## src/rtl/arm_pipe_pkg.sv

```systemverilog
// Shared definitions for the ARM pipeline stages.
// Contents:
//   XLEN, INSTR_BYTES  - datapath width and instruction size in bytes
//   DEFAULT_RESET_PC   - PC loaded at reset unless a stage overrides it
//   ifid_t             - IF/ID payload {instr[63:32], pcplus4[31:0]}; decode
//                        slices the same struct, so both ends always agree
//   pc_inc()           - next sequential PC (wraps modulo 2^32)
package arm_pipe_pkg;

   localparam int XLEN        = 32;
   localparam int INSTR_BYTES = 4;

   localparam logic [XLEN-1:0] DEFAULT_RESET_PC = 32'h0000_0000;

   typedef struct packed {
      logic [XLEN-1:0] instr;
      logic [XLEN-1:0] pcplus4;
   } ifid_t;

   function automatic logic [XLEN-1:0] pc_inc(input logic [XLEN-1:0] pc);
      return pc + XLEN'(INSTR_BYTES);
   endfunction

endpackage

```

## src/rtl/fetch_stage_if.sv

```systemverilog
// Instruction-memory bus between the fetch stage and the instruction memory.
// Signals:
//   imem_req_valid / imem_req_ready - request handshake
//   imem_req_addr                   - fetch address
//   imem_rsp_valid / imem_rsp_data  - in-order response, no backpressure
// Modports:
//   master - the fetch stage (issues requests, consumes responses)
//   slave  - the instruction memory
interface fetch_stage_if;
   import arm_pipe_pkg::*;

   logic            imem_req_valid;
   logic            imem_req_ready;
   logic [XLEN-1:0] imem_req_addr;
   logic            imem_rsp_valid;
   logic [XLEN-1:0] imem_rsp_data;

   modport master (
      output imem_req_valid,
      output imem_req_addr,
      input  imem_req_ready,
      input  imem_rsp_valid,
      input  imem_rsp_data
   );

   modport slave (
      input  imem_req_valid,
      input  imem_req_addr,
      output imem_req_ready,
      output imem_rsp_valid,
      output imem_rsp_data
   );

endinterface

```

## src/rtl/fetch_fifo.sv

```systemverilog
// Prefetch FIFO holding IF/ID payloads between the imem and decode.
// Ports:
//   clk, reset      - clock; synchronous active-low reset (zeroes storage)
//   push, push_data - write one entry
//   pop             - retire the head entry (caller never pops when empty)
//   flush           - discard all entries; wins over push and pop
//   head            - head entry, straight from the storage registers
//   count           - number of valid entries (0..DEPTH)
// Push and pop in the same cycle are legal at any fill level, including
// full: the write lands in the slot the pop is freeing.
module fetch_fifo
   import arm_pipe_pkg::*;
#(
   parameter int DEPTH = 4,
   localparam int AW   = $clog2(DEPTH),
   localparam int CW   = AW + 1
) (
   input  logic          clk,
   input  logic          reset,
   input  logic          push,
   input  ifid_t         push_data,
   input  logic          pop,
   input  logic          flush,
   output ifid_t         head,
   output logic [CW-1:0] count
);

   ifid_t         mem_reg [DEPTH];
   logic [AW-1:0] wr_ptr_reg;
   logic [AW-1:0] rd_ptr_reg;
   logic [CW-1:0] count_reg;

   always_ff @(posedge clk) begin
      if (!reset) begin
         wr_ptr_reg <= '0;
         rd_ptr_reg <= '0;
         count_reg  <= '0;
         for (int i = 0; i < DEPTH; i++) begin
            mem_reg[i] <= '0;
         end
      end else if (flush) begin
         wr_ptr_reg <= '0;
         rd_ptr_reg <= '0;
         count_reg  <= '0;
      end else begin
         if (push) begin
            mem_reg[wr_ptr_reg] <= push_data;
            wr_ptr_reg          <= wr_ptr_reg + 1'b1;
         end
         if (pop) begin
            rd_ptr_reg <= rd_ptr_reg + 1'b1;
         end
         count_reg <= count_reg + CW'(push) - CW'(pop);
      end
   end

   assign head  = mem_reg[rd_ptr_reg];
   assign count = count_reg;

endmodule

```

## src/rtl/fetch_stage.sv

```systemverilog
// IF stage: owns the PC, issues in-order fetches to a variable-latency
// instruction memory, buffers responses in a prefetch FIFO and presents
// {instr, pc+4} to decode.
// Ports:
//   clk, reset        - clock; synchronous active-low reset
//   imem              - instruction-memory bus (master side)
//   redirect_valid/pc - PC write from writeback; highest priority
//   stall_d           - decode cannot accept, hold the outputs
//   valid_d, instr_d, pcplus4_d - IF/ID payload, registered
// Credit scheme: buffered (count) + outstanding (out) + responses still to
// be discarded after a redirect (drop) never exceeds DEPTH, so a response
// always has a FIFO slot waiting for it.
module fetch_stage
   import arm_pipe_pkg::*;
#(
   parameter int              DEPTH    = 4,
   parameter logic [XLEN-1:0] RESET_PC = DEFAULT_RESET_PC
) (
   input  logic              clk,
   input  logic              reset,
   fetch_stage_if.master     imem,
   input  logic              redirect_valid,
   input  logic [XLEN-1:0]   redirect_pc,
   input  logic              stall_d,
   output logic              valid_d,
   output logic [XLEN-1:0]   instr_d,
   output logic [XLEN-1:0]   pcplus4_d
);

   localparam int CW = $clog2(DEPTH) + 1;

   logic [XLEN-1:0] pc_reg;
   logic [XLEN-1:0] rsp_pc_reg;   // address of the next response to be kept
   logic [CW-1:0]   out_reg;
   logic [CW-1:0]   drop_reg;
   logic [CW-1:0]   count;
   logic [CW:0]     in_use;
   logic            accept;
   logic            rsp_drop;
   logic            rsp_push;
   logic            rsp_owned;
   logic            fifo_push;
   logic            fifo_pop;
   ifid_t           push_data;
   ifid_t           head;

   assign in_use = {1'b0, count} + {1'b0, out_reg} + {1'b0, drop_reg};

   // Gated by reset so nothing is requested while the stage is held.
   assign imem.imem_req_valid = reset && !redirect_valid && (in_use < (CW+1)'(DEPTH));
   assign imem.imem_req_addr  = pc_reg;
   assign accept              = imem.imem_req_valid && imem.imem_req_ready;

   // A response with nothing outstanding and nothing to drop belongs to a
   // request abandoned by reset and is ignored.
   assign rsp_drop  = imem.imem_rsp_valid && (drop_reg != '0);
   assign rsp_push  = imem.imem_rsp_valid && (drop_reg == '0) && (out_reg != '0);
   assign rsp_owned = rsp_drop || rsp_push;

   assign fifo_push = rsp_push && !redirect_valid;
   assign fifo_pop  = valid_d && !stall_d && !redirect_valid;
   assign push_data = '{instr: imem.imem_rsp_data, pcplus4: pc_inc(rsp_pc_reg)};

   always_ff @(posedge clk) begin
      if (!reset) begin
         pc_reg     <= RESET_PC;
         rsp_pc_reg <= RESET_PC;
         out_reg    <= '0;
         drop_reg   <= '0;
      end else if (redirect_valid) begin
         pc_reg     <= redirect_pc;
         rsp_pc_reg <= redirect_pc;
         out_reg    <= '0;
         // Everything still in flight becomes a drop credit, less the
         // response (if any) being discarded right now.
         drop_reg   <= drop_reg + out_reg - CW'(rsp_owned);
      end else begin
         if (accept) begin
            pc_reg <= pc_inc(pc_reg);
         end
         // Dropped responses do not advance rsp_pc: it was reloaded with the
         // redirect target, which is the first address that will be kept.
         if (rsp_push) begin
            rsp_pc_reg <= pc_inc(rsp_pc_reg);
         end
         out_reg <= out_reg + CW'(accept) - CW'(rsp_push);
         if (rsp_drop) begin
            drop_reg <= drop_reg - 1'b1;
         end
      end
   end

   fetch_fifo #(
      .DEPTH(DEPTH)
   ) u_fifo (
      .clk       (clk),
      .reset     (reset),
      .push      (fifo_push),
      .push_data (push_data),
      .pop       (fifo_pop),
      .flush     (redirect_valid),
      .head      (head),
      .count     (count)
   );

   assign valid_d   = (count != '0);
   assign instr_d   = head.instr;
   assign pcplus4_d = head.pcplus4;

endmodule
```

## src/flat_wrapper.sv

```systemverilog
// flat-port wrapper written by rule: the top's interface ports become plain ports
module fetch_stage_flat import arm_pipe_pkg::*;
#(
   parameter int              DEPTH    = 4,
   parameter logic [XLEN-1:0] RESET_PC = DEFAULT_RESET_PC
)
  (clk, reset, redirect_valid, redirect_pc, stall_d, valid_d, instr_d, pcplus4_d, imem_imem_req_valid, imem_imem_req_addr, imem_imem_req_ready, imem_imem_rsp_valid, imem_imem_rsp_data);
  fetch_stage_if imem_i ();
  input  logic clk;
  input  logic reset;
  input  logic redirect_valid;
  input  logic [XLEN-1:0] redirect_pc;
  input  logic stall_d;
  output logic valid_d;
  output logic [XLEN-1:0] instr_d;
  output logic [XLEN-1:0] pcplus4_d;
  output wire logic [$bits(imem_i.imem_req_valid)-1:0] imem_imem_req_valid;
  output wire logic [$bits(imem_i.imem_req_addr)-1:0] imem_imem_req_addr;
  input wire logic [$bits(imem_i.imem_req_ready)-1:0] imem_imem_req_ready;
  input wire logic [$bits(imem_i.imem_rsp_valid)-1:0] imem_imem_rsp_valid;
  input wire logic [$bits(imem_i.imem_rsp_data)-1:0] imem_imem_rsp_data;
  assign imem_imem_req_valid = imem_i.imem_req_valid;
  assign imem_imem_req_addr = imem_i.imem_req_addr;
  assign imem_i.imem_req_ready = imem_imem_req_ready;
  assign imem_i.imem_rsp_valid = imem_imem_rsp_valid;
  assign imem_i.imem_rsp_data = imem_imem_rsp_data;
  fetch_stage #(.DEPTH(DEPTH), .RESET_PC(RESET_PC)) u_core (.clk(clk), .reset(reset), .imem(imem_i), .redirect_valid(redirect_valid), .redirect_pc(redirect_pc), .stall_d(stall_d), .valid_d(valid_d), .instr_d(instr_d), .pcplus4_d(pcplus4_d));
endmodule
```

## config.mk

```make
export PLATFORM = sky130hd
export DESIGN_NAME = fetch_stage_flat
export DESIGN_NICKNAME = d
export VERILOG_FILES = /design/src/rtl/arm_pipe_pkg.sv /design/src/rtl/fetch_stage_if.sv /design/src/rtl/fetch_fifo.sv /design/src/rtl/fetch_stage.sv /design/src/flat_wrapper.sv
export SDC_FILE = /design/constraint.sdc
export NUM_CORES = 1
export LEC_CHECK = 0
export CORE_ASPECT_RATIO = 1.75
export CORE_MARGIN = 10
export CORE_UTILIZATION = 57
export CTS_CLUSTER_DIAMETER = 60
export DETAILED_ROUTE_END_ITERATION = 8
export PLACE_DENSITY = 0.8
export SYNTH_ARGS = -nofsm -noshare
export SYNTH_HDL_FRONTEND = slang
export SYNTH_HIERARCHICAL = 1
export SYNTH_SLANG_ARGS = --single-unit
```

## constraint.sdc

```tcl
create_clock -name clk -period 5.3 [get_ports clk]
set_clock_uncertainty 0.2 [all_clocks]
set_input_delay 1.06 -clock clk [delete_from_list [all_inputs] [get_ports clk]]
set_output_delay 1.06 -clock clk [all_outputs]
set_load 0.05 [all_outputs]
```

==> impl_metrics.yaml <==
run_status:
  status: "finished clean"
pwr:
  p_int_mw: 4.31
  vdd_drop_max_mv: 0.265
  swShare_pct: 24.1
  p_switching_mw: 1.37
  clkPwrFrac_pct: 37.0
  leakagePower_nw: 6.08
  p_per_area_nw_per_um2: 312
  combPwrFrac_pct: 10.2
  sequentialPowerShare_pct: 52.8
  p_total_mw: 5.68
detailed_routing:
  via_per_inst: 5.89
  routed-via-count: 10094
  firstDrtPassIters: 5
  drtAntennaViolNets: 0
  drtIter0Drc: 819
  drt-total-wl_um: 35700
  drc: 0
  wl_per_cell_um: 20.8
worst_hold_path:
  hold_depth: 2
  hold_class: "flip-flop to flip-flop"
setup_path:
  critPathBufInv: 2
  critPathArrivalTime_ps: 3150
  end_kind: "primary output"
  critPathLaunch: "u_core/out_reg[1]"
  r2r-end: "u_core/out_reg[2]"
  cp_cell_sequence: "inv_1, fa_1, or2_2, fa_1, xnor2_1, nor3b_1, buf_12"
  startpoint_type: "flip-flop"
  required_ps: 4040
  r2r_setup_slack_ps: 1390
  cpMostUsedCell: "fa_1"
  cp_max_fo: 6
  crit_type: "flip-flop to primary output"
  rr_startpoint: "u_core/out_reg[1]"
  crit_end: "imem_imem_req_valid"
  max_stage_delay_ps: 540
  rr_worst_depth: 13
  critical_path_depth: 7
  slowest_stage: "xnor2_1"
  crit_family: "adder cells"
synth:
  synth_flop_cell: "edfxtp_1"
  yosys.area_share.adder_pct: 1.84
  yosysWarningCount: 6
  synth_nets: 1324
  synth_compound_area_share_pct: 3.55
  synth_area_leaders: "edfxtp_1 50%, dfxtp_1 10%, mux4_2 9.4%"
  async_flop_share_pct: 0
  syn_inst: 1235
  ys_ff_latch: 335
  synth_top_area_share_pct: 50.0
  ys_seq_area_share_pct: 60.3
  synth.area.mux_share_pct: 9.67
  ys_types: 52
  syn_area_per_cell_um2: 12.4
  syn_area_um2: 15400
  synth_xor_area_share_pct: 5.22
  synth_top_family_by_area: "simple AND/OR/NAND/NOR gates"
  yosysTopAreaCell: "edfxtp_1"
  synth-edff-count: 256
  synth-simple-area-share_pct: 16.3
clocking:
  clk-insertion-delay-late_ps: 570
  cts_max_level: 1
  clk_root_buffer_cell: "clkbuf_16"
  cts_resized: 0
  cts.sinks: 335
  clk_pin_slew_ps: 70
  postCtsSetupBuffers: 0
  cts_tree: "built"
  cts_buffers: 28
  clk_path_buf_depth: 3
  postCtsHoldBufs: 0
place:
  pre_cts_ws_ps: 1100
  gp_congestion: 0.880
  portBuffers: 167
  placed_cell_area_um2: 17300
  place.detailed.hpwl_um: 22000
  dpl.cell_count: 1662
floorplanning:
  coreArea_um2: 26600
  die_area_um2: 34200
  die_w_um: 144
  rows: 79
  start_util_pct: 57.8
  io_pins: 168
  die_h_um: 237
global_route:
  grt_start_max_net_pins: 92
  antenna_found_initial: 0
  overflow: 0
  grt_pass1_vias: 10636
  grt_pass1_wl_um: 55600
  gr-usage-all-layers_pct: 20.6
final_layout:
  insertedDiodeCount: 0
  ff_latch_area_um2: 9270
  fin_nets: 1457
  largest_reg_flops: 256
  fin_cells: 1714
  multi_input_area_um2: 5690
  layout-drive-gt1-share_pct: 14.7
  fin_util_pct: 68.5
  fill_cells: 1836
  areaGrowthSynthToFinish_pct: 18.5
  final_area_um2: 18200
timing:
  maxSlewViolCount: 0
  rsz0062_at_grt: "false"
  holdWs_ps: 257
  period_minus_slack_ps: 4410
  post-route-period-util_pct: 83.2
  tns_ps: 0
  fin_ws_ps: 892
  setup_viol: 0
  hold_viol: 0
  tightestPinTransition_ps: 1260
  max_freq_ghz: 0.227
  max-slew-margin-rel_pct: 16.0
job:
  maxCapViolCount: 0
## cells by family (layout without fill, tap and decap cells)
| group | after synthesis | count (layout) |
|---|---|---|
| adder cells (fa/ha/maj) | 19 | 19 |
| flip-flops | 335 | 335 |
| AO/OA/AOI/OAI | 103 | 103 |
| multiplexers | 68 | 68 |
| buffers and inverters | 100 | 255 |
| XOR/XNOR | 90 | 90 |
| AND/OR/NAND/NOR | 520 | 520 |
## cell usage after synthesis, types with 4 or more instances
library cell and count:
mux4_2 64, nand2_1 113, nand3_1 40, buf_2 24, dfxtp_1 79, or2_2 4, nor4_1 4, and4_1 4
a21oi_1 58, nor3_1 9, xor2_1 50, fa_1 6, inv_1 21, and3_1 8, nor2_1 232, ha_1 13
or3_1 4, and2_1 5, edfxtp_1 256, nor2_2 39, buf_6 5, o21ai_0 34, xnor2_1 39, nor2_4 10
clkbuf_1 39, nand4_1 24, buf_1 6
## placed cells by master, fill, tap and decap left out, drive strengths merged, types with 3 or more instances in the layout
cell,instances
a211oi,3
a21oi,58
a31oi,3
and2,5
and3,8
and4,4
buf,16
bufinv,3
clkbuf,34
clkdlybuf4s50,165
clkinv,10
clkinvlp,5
dfxtp,79
edfxtp,256
fa,6
ha,13
inv,22
mux2,3
mux4,64
nand2,115
nand3,40
nand3b,3
nand4,26
nand4b,4
nor2,281
nor3,10
nor4,8
o21ai,35
or2,4
or3,4
xnor2,39
xor2,50
## worst reg2reg max path: cells and delay by family, from the launching register on
family | cells | cell delay, ps
XOR/XNOR | 2 | 320
adder cells (fa/ha/maj) | 5 | 1890
buffers and inverters | 2 | 160
AND/OR/NAND/NOR | 4 | 840
flip-flops | 1 | 370
## layout make-up
type,instances,share of cell area [%]
clock buffers,34,4.14
clock inverters,18,1.01
inverters,22,0.454
multi-input cells,800,31.3
flip-flops and latches,335,50.9
well taps,324,2.23
repair buffers,181,9.94
## routing by layer
layer / global-route usage (%) / wire, µm / up-vias
met4: 7.95 / 1020 / 0
met1: 22.9 / 12900 / 4934
met3: 3.61 / 2590 / 69
li1: - / - / 4669
met5: 0 / 0 / -
met2: 37.8 / 19200 / 422
## power by group through the flow
stage	logic [mW]	clock network (mW)	registers, mW
3_3_place_gp	0.575	0	3.04
3_5_place_dp	0.581	0	3.05
2_1_floorplan	0.328	0	3.09
4_1_cts	0.586	2.13	3.00
5_1_grt	0.625	2.24	3.01
6_report	0.581	2.10	3.00
## worst min path at each step
stage / to / start
after global routing: u_core/imem.imem_req_addr[1] / u_core/imem.imem_req_addr[1]
after CTS: u_core/imem.imem_req_addr[0] / u_core/imem.imem_req_addr[0]
final: u_core/imem.imem_req_addr[0] / u_core/imem.imem_req_addr[0]
after floorplan: u_core/rsp_pc_reg[0] / u_core/rsp_pc_reg[0]
after global placement: u_core/imem.imem_req_addr[0] / u_core/imem.imem_req_addr[0]
after detailed placement: u_core/imem.imem_req_addr[0] / u_core/imem.imem_req_addr[0]
Note: power is estimated with default switching activity, not from simulation.
